--- src/rtl/jpu_bus_arb.sv ---
// jpu_bus_arb
// ---------------------------------------------------------------------------
// Two-master to one-slave bus arbiter. The instruction-fetch master (i_*) and
// the data master (d_*) share a single memory/MMIO slave port (s_*), which
// lets one unified memory serve both fetch and load/store traffic.
// Only one transaction is ever in flight. Slave-side requests and master-side
// responses all come from flops. A watchdog turns a hung slave into a bus
// error for whichever master owns the bus.
//
// Parameters:
//   AW       word address width (byte address bits [31:2])
//   DW       data width; byte-mask width is DW/8
//   TIMEOUT  cycles to wait for a slave response before erroring; 0 = off
//
// Ports:
//   clk, rst                 clock, asynchronous active-high reset
//   i_req, i_addr            fetch request and word address
//   i_rdata, i_ack, i_err    fetch read data, completion and error pulses
//   d_req, d_we, d_addr,
//   d_wdata, d_mask          data request and its attributes
//   d_rdata, d_ack, d_err    data read data, completion and error pulses
//   s_req, s_we, s_addr,
//   s_wdata, s_mask          slave request and attributes (held while busy)
//   s_rdata, s_ack, s_err    slave read data, completion and error
//   grant_d                  debug: high while the data master owns the bus
//
// Build option:
//   ARB_RR_EN  defined   -> round-robin between masters on contention, the
//                           first contention after reset goes to data
//              undefined -> fixed priority, data always beats fetch
// ---------------------------------------------------------------------------
module jpu_bus_arb #(
  parameter int AW      = 30,
  parameter int DW      = 32,
  parameter int TIMEOUT = 255
) (
  input  logic            clk,
  input  logic            rst,
  // instruction-fetch master
  input  logic            i_req,
  input  logic [AW-1:0]   i_addr,
  output logic [DW-1:0]   i_rdata,
  output logic            i_ack,
  output logic            i_err,
  // data master
  input  logic            d_req,
  input  logic            d_we,
  input  logic [AW-1:0]   d_addr,
  input  logic [DW-1:0]   d_wdata,
  input  logic [DW/8-1:0] d_mask,
  output logic [DW-1:0]   d_rdata,
  output logic            d_ack,
  output logic            d_err,
  // shared slave
  output logic            s_req,
  output logic            s_we,
  output logic [AW-1:0]   s_addr,
  output logic [DW-1:0]   s_wdata,
  output logic [DW/8-1:0] s_mask,
  input  logic [DW-1:0]   s_rdata,
  input  logic            s_ack,
  input  logic            s_err,
  // debug
  output logic            grant_d
);

  localparam int MW  = DW / 8;
  // A zero TIMEOUT still needs a legal one-bit counter declaration.
  localparam int WDW = (TIMEOUT > 0) ? $clog2(TIMEOUT + 1) : 1;
  localparam logic [WDW-1:0] WD_LAST = WDW'((TIMEOUT > 0) ? (TIMEOUT - 1) : 0);

  typedef enum logic [1:0] {
    IDLE   = 2'd0,
    BUSY_I = 2'd1,
    BUSY_D = 2'd2,
    DONE   = 2'd3
  } state_t;

  state_t         state;
  logic [WDW-1:0] wd_count;
  logic           pick_d;
  logic           timeout_hit;
  logic           respond;
  logic           resp_err;

`ifdef ARB_RR_EN
  // High when the data master should win the next contention.
  logic rr_d;

  always_comb begin
    pick_d = d_req & (~i_req | rr_d);
  end
`else
  always_comb begin
    pick_d = d_req;
  end
`endif

  // wd_count holds the number of busy cycles already spent without a
  // response, so the current busy cycle is the TIMEOUT-th when it equals
  // TIMEOUT-1; s_req is then high for exactly TIMEOUT cycles.
  always_comb begin
    timeout_hit = (TIMEOUT > 0) && (wd_count == WD_LAST);
    respond     = s_err | s_ack | timeout_hit;
    // Without s_ack the only other reasons to respond are s_err or timeout.
    resp_err    = s_err | ~s_ack;
  end

  always_ff @(posedge clk or posedge rst) begin
    if (rst) begin
      state    <= IDLE;
      wd_count <= '0;
      s_req    <= 1'b0;
      s_we     <= 1'b0;
      s_addr   <= '0;
      s_wdata  <= '0;
      s_mask   <= '0;
      i_rdata  <= '0;
      d_rdata  <= '0;
      i_ack    <= 1'b0;
      i_err    <= 1'b0;
      d_ack    <= 1'b0;
      d_err    <= 1'b0;
      grant_d  <= 1'b0;
`ifdef ARB_RR_EN
      rr_d     <= 1'b1;
`endif
    end else begin
      // Response strobes are single-cycle pulses.
      i_ack <= 1'b0;
      i_err <= 1'b0;
      d_ack <= 1'b0;
      d_err <= 1'b0;

      case (state)
        IDLE: begin
          if (d_req || i_req) begin
            s_req    <= 1'b1;
            wd_count <= '0;
            if (pick_d) begin
              state   <= BUSY_D;
              grant_d <= 1'b1;
              s_we    <= d_we;
              s_addr  <= d_addr;
              s_wdata <= d_wdata;
              s_mask  <= d_mask;
            end else begin
              // Fetches are always full-word reads.
              state   <= BUSY_I;
              s_we    <= 1'b0;
              s_addr  <= i_addr;
              s_wdata <= '0;
              s_mask  <= {MW{1'b1}};
            end
          end
        end

        BUSY_I, BUSY_D: begin
          if (respond) begin
            s_req   <= 1'b0;
            grant_d <= 1'b0;
            state   <= DONE;
`ifdef ARB_RR_EN
            rr_d    <= (state == BUSY_I);
`endif
            if (state == BUSY_D) begin
              if (resp_err) begin
                d_err <= 1'b1;
              end else begin
                d_ack   <= 1'b1;
                d_rdata <= s_rdata;
              end
            end else begin
              if (resp_err) begin
                i_err <= 1'b1;
              end else begin
                i_ack   <= 1'b1;
                i_rdata <= s_rdata;
              end
            end
          end else if (TIMEOUT > 0) begin
            wd_count <= wd_count + 1'b1;
          end
        end

        // Bubble cycle: requests seen here wait for IDLE.
        DONE: begin
          state <= IDLE;
        end

        default: begin
          state <= IDLE;
        end
      endcase
    end
  end

endmodule

--- config.mk ---
export PLATFORM = sky130hd
export DESIGN_NAME = jpu_bus_arb
export DESIGN_NICKNAME = d
export VERILOG_FILES = /design/src/rtl/jpu_bus_arb.sv
export SDC_FILE = /design/constraint.sdc
export NUM_CORES = 1
export LEC_CHECK = 0
export ABC_AREA = 1
export CORE_ASPECT_RATIO = 1.75
export CORE_UTILIZATION = 38
export DETAILED_ROUTE_END_ITERATION = 10
export GPL_ROUTABILITY_DRIVEN = 0
export PLACE_DENSITY = 0.79
export SLEW_MARGIN = 20
export SYNTH_ARGS = -nofsm -noshare
export SYNTH_HDL_FRONTEND = slang
export SYNTH_SLANG_ARGS = --single-unit
--- constraint.sdc ---
create_clock -name clk -period 4.1 [get_ports clk]
set_input_delay 0.41 -clock clk [delete_from_list [all_inputs] [get_ports clk]]
set_output_delay 0.41 -clock clk [all_outputs]
set_load 0.03 [all_outputs]
==> results by group, run 1 <==
Setup path
  – Largest stage delay on the critical path: 860 ps
  – Most numerous cell on the critical path: nand2_1
  – R2R Setup Slk: 2050 ps
  – Endpoint arrival time on the critical path: 2410 ps
  – Classification of the worst setup path: in2reg
  – Crit-path max FO: 32
  – Chain of cells forming the critical path: clkdlybuf4s50_1 > inv_1 > a21oi_1 > nand2_1 > nand2_1 > o21ai_0
  – Data required time at the worst endpoint: 4370 ps
  – Cell with the largest stage delay on the worst path: clkdlybuf4s50_1
  – Capturing element type of the critical path: flop
  – Launching element type of the critical path: primary input

Global routing
  – Initial antenna violation count: 0
  – Overall overflow remaining after global route: 0
  – Maximum number of pins on one net before global-route repair: 66
  – Wire length of the first global-routing pass: 26400 um
  – Via count of the first global-routing pass: 5169
  – All-Layer GR Usage: 0.206

Placed design
  – Post-placement setup slack: 1520 ps
  – Instance area after placement: 8800 sq um
  – Detailed placer's ending HPWL: 11900 um
  – Buffers added on ports: 271

Detailed routing
  – Initial DRC count: 184
  – Drt total wl: 16400 um
  – Residual DRC: 0
  – Average wire per cell in the routed design: 15.3 um
  – Number of nets with antenna violations after detailed routing: 0
  – Detailed-route via count: 5221
  – First-pass iteration count of the detailed router: 4
  – Ratio of routed vias to standard cells: 4.84

Die
  – Die height: 168 um
  – Number of primary I/O pins: 272
  – CORE AREA: 15400 sq um
  – Die Outline Area: 16300 sq um
  – Die Width: 96.8 um
  – Initial Util: 0.389
  – Num rows: 60

Logic synthesis
  – Post-Synthesis Mean Instance Area: 9.69 sq um
  – Sequential fraction of the synthesis area: 0.615
  – Post-Synthesis Net Count: 758
  – Mapped Area: 5980 sq um
  – Proportion of netlist area held by the largest area contributor: 0.615
  – Dominant cells by area after synthesis: dfrtp_1, nand2_1, o21ai_0
  – Number of synthesized register bits: 147
  – Yosys warning count: 0
  – Syn Inst Count: 617
  – Cell accounting for the most synthesized area: dfrtp_1
  – Count of unique library cells instantiated by Yosys: 28

Cells and area
  – Filler Cells Inserted: 1261
  – Synthesis-to-finish area growth: 57.6%
  – Post-layout net count: 1020
  – Fraction of final layout cells with drive strength greater than 1: 0.0572
  – Number of inserted diodes: 0
  – Area of all placed cells without fillers: 9430 sq um

Timing
  – Shortest period the worst path allows: 2140 ps
  – Worst hold slack after final layout: 370 ps
  – Setup repair after global routing missed its margin: false
  – Final Hold Vio Count: 0
  – Worst-case headroom to the max-slew limit: 0.328
  – Pins over their slew limit: 0
  – Highest attainable clock frequency: 466 MHz
  – Clock skew: 11.9 ps
  – Period Utilization, post-route: 0.523
  – Slew at the pin closest to its max-slew limit: 1010 ps
  – Minimum setup slack in the final design: 1960 ps
  – Setup_tns: 0 ps
  – Final number of setup-violating endpoints: 0

Clocking
  – Sink count of the clock tree: 147
  – Total clock buffers created by CTS: 17
  – CTS max path bufs: 2
  – Master cell of the clock root buffer: clkbuf_16
  – Cts hold-fix bufs: 0
  – H-tree depth: 4
  – Reg clk slew, reported paths: 70 ps
  – CTS-repair resized insts: 0
  – TritonCTS clock tree: done
  – Post-CTS Repair Setup Buffers: 0
  – Insertion delay to the later sink of the worst-skew pair: 420 ps

Outcome
  – Result of the run: finished, final reports clean

Pwr
  – Maximum VDD drop: 404 uV
  – PwrDens: 837 nW/um^2
  – Pleak: 4.30 nW

Hold path
  – Worst min-delay path category: in2async

Job
  – Max capacitance violation total: 0
==> critical path, delay by kind of cell <==
| family | cells | cell delay, ps |
|---|---|---|
| AOI/OAI and AO/OA | 2 | 380 |
| buffers and inverters | 2 | 1470 |
| and+or+nand+nor | 2 | 150 |
==> Yosys cell counts <==
cell and number:
nand2_1 175, dfrtp_1 147, o21ai_0 67, inv_1 48, nor2_1 43, a22o_1 33
a31oi_1 30, clkbuf_1 14, buf_2 10, nand3_1 8, buf_4 6, ha_1 6
nand2_2 4, o22a_1 4, buf_6 3, nor3_1 3, a21oi_2 2, inv_2 2
nor2_2 2, o21bai_1 2, a21oi_1 1, inv_4 1, nand3_2 1, nor2_4 1
nor4_1 1, o21a_1 1, o21ai_1 1, o21ai_4 1
==> final cells by class <==
cell class / instances / area [sq um] / share of cell area
repair buffers: 276 / 2790 / 0.296
clock inverters: 14 / 166 / 0.0177
well taps: 186 / 233 / 0.0247
clock buffers: 18 / 429 / 0.0455
inverters: 51 / 198 / 0.0210
multi-input cells: 386 / 1930 / 0.205
flip-flops and latches: 147 / 3680 / 0.390
==> where the power goes <==
group	total, mW	internal, mW	switching (mW)
combinational	3.90	1.57	2.33
clock	1.57	0.917	0.650
sequential	2.42	2.08	0.338
total	7.89	4.57	3.32
==> layer usage <==
metal / share of wire / wire, um / global-route usage / up-vias
li1: - / - / - / 2551
met1: 0.40 / 6500 / 0.241 / 2417
met2: 0.51 / 8410 / 0.350 / 204
met3: 0.049 / 808 / 0.0527 / 49
met4: 0.044 / 727 / 0.103 / 0
met5: 0 / 0 / 0 / -
==> through the flow <==
stage	power, mW	instances	utilization
floorplan	4.72	617	-
global placement	6.29	1045	0.572
detailed placement	6.36	1045	0.572
CTS	7.96	1077	0.611
global route	8.32	1078	0.613
finish	7.89	1078	0.613
==> registers in the layout, indices dropped and copies added, names as in the netlist <==
| name | count |
|---|---|
| wd_count | 8 |
| s_we | 1 |
| s_addr | 30 |
| d_ack | 1 |
| i_rdata | 32 |
| state | 2 |
| s_wdata | 32 |
| s_mask | 4 |
| s_req | 1 |
| d_rdata | 32 |
| d_err | 1 |
| grant_d | 1 |
| i_ack | 1 |
| i_err | 1 |
==> cell usage in the layout (no fill, tap or decap), types with 3 or more instances in the layout <==
master,count
clkdlybuf4s50_1,271
dfrtp_1,147
ha_1,6
clkinvlp_4,4
clkbuf_16,17
nand2_2,4
o22a_1,4
nor2_1,43
nand3_1,8
nor3_1,3
inv_6,5
nand2_1,175
a31oi_1,30
o21ai_0,67
inv_1,47
a22o_1,33
buf_12,3
==> logic make-up (layout without fill, tap and decap cells) <==
kind of cell / Yosys count / in the layout / synth area share
compound gates: 142 / 142 / 0.153
flops: 147 / 147 / 0.615
buf+inv: 84 / 359 / 0.0628
fa+ha+maj: 6 / 6 / 0.0126
simple gates: 238 / 238 / 0.157
==> path summary, 6_finish.rpt <==
path	from	end	depth (start not counted)
max	d_req	grant_d$_DFFE_PP0P_	6
min	rst	s_wdata[12]$_DFFE_PP0P_	2
max reg2reg	state[0]$_DFFE_PP0P_	s_addr[0]$_DFFE_PP0P_	7
min reg2reg	state[0]$_DFFE_PP0P_	state[0]$_DFFE_PP0P_	2
max in group asynchronous	rst	wd_count[3]$_DFFE_PP0P_	4
min in group clk	state[0]$_DFFE_PP0P_	state[0]$_DFFE_PP0P_	2
(Power assumes the default switching activity.)
==> run 2, diff against run 1 <==
CORE_UTILIZATION = 42   (was 38)
PLACE_DENSITY = 0.83   (was 0.79)
clock period = 2.2 ns   (was 4.1 ns; I/O delays follow)
==> run 2 against run 1 <==
Power up 86%. First-iteration DRC count shrank 1.6%. Sequential power is 87% higher. Critical path depth down 1. Sequential cell count unchanged. Highest routed layer unchanged. Combinational power rose by 90%. Clock power increased by 76%. Cell count down 0.37%. Clock-buffer cell count increased by 1. Register-to-register slack lost 1600 ps.
==> results by group, run 2 (synthesis gave the netlist of run 1 again) <==
Pwr
  – PwrDens: 1550 nW/um^2
  – Maximum VDD drop: 715 uV
  – Pleak: 4.32 nW

Die
  – Die Outline Area: 14700 sq um
  – CORE AREA: 13900 sq um
  – Die Width: 92.2 um
  – Die height: 160 um
  – Num rows: 57
  – Initial Util: 0.430
  – Number of primary I/O pins: 272

Detailed routing
  – Initial DRC count: 181
  – Average wire per cell in the routed design: 15.5 um
  – Residual DRC: 0
  – Drt total wl: 16700 um
  – Number of nets with antenna violations after detailed routing: 0
  – Detailed-route via count: 5290
  – First-pass iteration count of the detailed router: 6
  – Ratio of routed vias to standard cells: 4.93

Clocking
  – Total clock buffers created by CTS: 17
  – Insertion delay to the later sink of the worst-skew pair: 410 ps
  – Reg clk slew, reported paths: 60 ps
  – TritonCTS clock tree: done
  – CTS max path bufs: 2
  – Post-CTS Repair Setup Buffers: 0
  – Master cell of the clock root buffer: clkbuf_16
  – Cts hold-fix bufs: 0
  – H-tree depth: 4
  – CTS-repair resized insts: 0
  – Sink count of the clock tree: 147

Global routing
  – Initial antenna violation count: 0
  – Maximum number of pins on one net before global-route repair: 74
  – Overall overflow remaining after global route: 0
  – Via count of the first global-routing pass: 5327
  – All-Layer GR Usage: 0.235
  – Wire length of the first global-routing pass: 26700 um

Placed design
  – Buffers added on ports: 271
  – Cells after DPL: 1042
  – Post-placement setup slack: 422 ps
  – Instance area after placement: 8870 sq um
  – Detailed placer's ending HPWL: 12200 um

Cells and area
  – Leading registers by flop count: d_rdata (32), i_rdata (32), s_wdata (32)
  – Most frequent cells in the layout: clkdlybuf4s50_1, nand2_1, dfrtp_1
  – Number of inserted diodes: 0
  – Fraction of final layout cells with drive strength greater than 1: 0.0635
  – Multi-input gate area: 1930 sq um
  – Total area of sequential cells: 3680 sq um
  – Post-layout net count: 1025
  – Area of all placed cells without fillers: 9450 sq um
  – Finished Layout Cells: 1074
  – Filler Cells Inserted: 1100
  – Utilization after layout: 0.679
  – Most frequent standard cell in the layout excluding fill and tap cells: clkdlybuf4s50_1
  – Synthesis-to-finish area growth: 57.9%

Setup path
  – Endpoint arrival time on the critical path: 2130 ps
  – Crit-path max FO: 33
  – Capturing element type of the critical path: flop
  – Classification of the worst setup path: reg2reg
  – Data required time at the worst endpoint: 2540 ps
  – Chain of cells forming the critical path: inv_1 > ha_1 > nand2_1 > inv_2 > a22o_1
  – Cell with the largest stage delay on the worst path: inv_2
  – Largest stage delay on the critical path: 450 ps
  – Launching element type of the critical path: flop

Timing
  – Shortest period the worst path allows: 1790 ps
  – Highest attainable clock frequency: 559 MHz
  – Period Utilization, post-route: 0.813
  – Worst-case headroom to the max-slew limit: 0.619
  – Final number of setup-violating endpoints: 0
  – Minimum setup slack in the final design: 412 ps
  – Final Hold Vio Count: 0
  – Clock skew: 7.57 ps
  – Pins over their slew limit: 0
  – Slew at the pin closest to its max-slew limit: 571 ps
  – Setup_tns: 0 ps
  – Setup repair after global routing missed its margin: false

Hold path
  – Worst min-delay path category: in2async

Job
  – Max capacitance violation total: 0

Outcome
  – Result of the run: finished, final reports clean
run 2: cell types whose count changed in the layout (fill, tap and decap cells not counted), sizes merged:
cell	delta
clkinv	+2
bufinv	-2
inv	-1
clkbuf	+1
buf	+5
run 2: power breakdown:
part | total (mW) | switching [mW] | internal (mW)
Combinational | 7.40 | 4.39 | 3.02
Sequential | 4.52 | 0.638 | 3.88
Clock | 2.76 | 1.21 | 1.54
run 2: final timing paths:
kind	start	end	cells past startpoint	slack, ps
setup reg to reg	state[0]$_DFFE_PP0P_	s_wdata[12]$_DFFE_PP0P_	5	410
hold / removal	rst	i_rdata[1]$_DFFE_PP0P_	2	140
min in group clk	i_addr[19]	s_addr[19]$_DFFE_PP0P_	3	360
max in group asynchronous	rst	s_mask[2]$_DFFE_PP0P_	3	1380
setup / recovery	state[0]$_DFFE_PP0P_	s_wdata[12]$_DFFE_PP0P_	5	410
hold reg to reg	i_rdata[18]$_DFFE_PP0P_	i_rdata[18]$_DFFE_PP0P_	2	480
run 2: worst max-delay path, delay by kind of cell (launching register included):
| family | cells | cell delay (ps) |
|---|---|---|
| buffers and inverters | 2 | 580 |
| flip-flops | 1 | 380 |
| adder cells (fa/ha/maj) | 1 | 340 |
| AO/OA/AOI/OAI | 1 | 260 |
| AND/OR/NAND/NOR | 1 | 150 |
run 2: area by class of cell:
cell class,count,area share
Timing Repair Buffer,281,0.302
Sequential cell,147,0.389
Inverter,51,0.0209
Clock inverter,13,0.0125
Multi-Input combinational cell,386,0.204
Clock buffer,19,0.0480
Tap cell,177,0.0234
run 2: per-layer routing:
| metal | part of all wire | global-route usage | vias to the layer above | wire length, um |
|---|---|---|---|---|
| met5 | 0 | 0 | - | 0 |
| met4 | 0.037 | 0.111 | 0 | 612 |
| met3 | 0.047 | 0.0586 | 39 | 793 |
| met2 | 0.54 | 0.422 | 203 | 9060 |
| met1 | 0.37 | 0.256 | 2496 | 6240 |
| li1 | - | - | 2552 | - |
run 2: per-stage QoR:
| step | hold WS, ps | power, mW |
|---|---|---|
| 2_1_floorplan | 293 | 8.80 |
| 3_3_place_gp | 456 | 11.8 |
| 3_5_place_dp | 473 | 12.0 |
| 4_1_cts | 137 | 14.8 |
| 5_1_grt | 142 | 15.5 |
| 6_report | 136 | 14.7 |
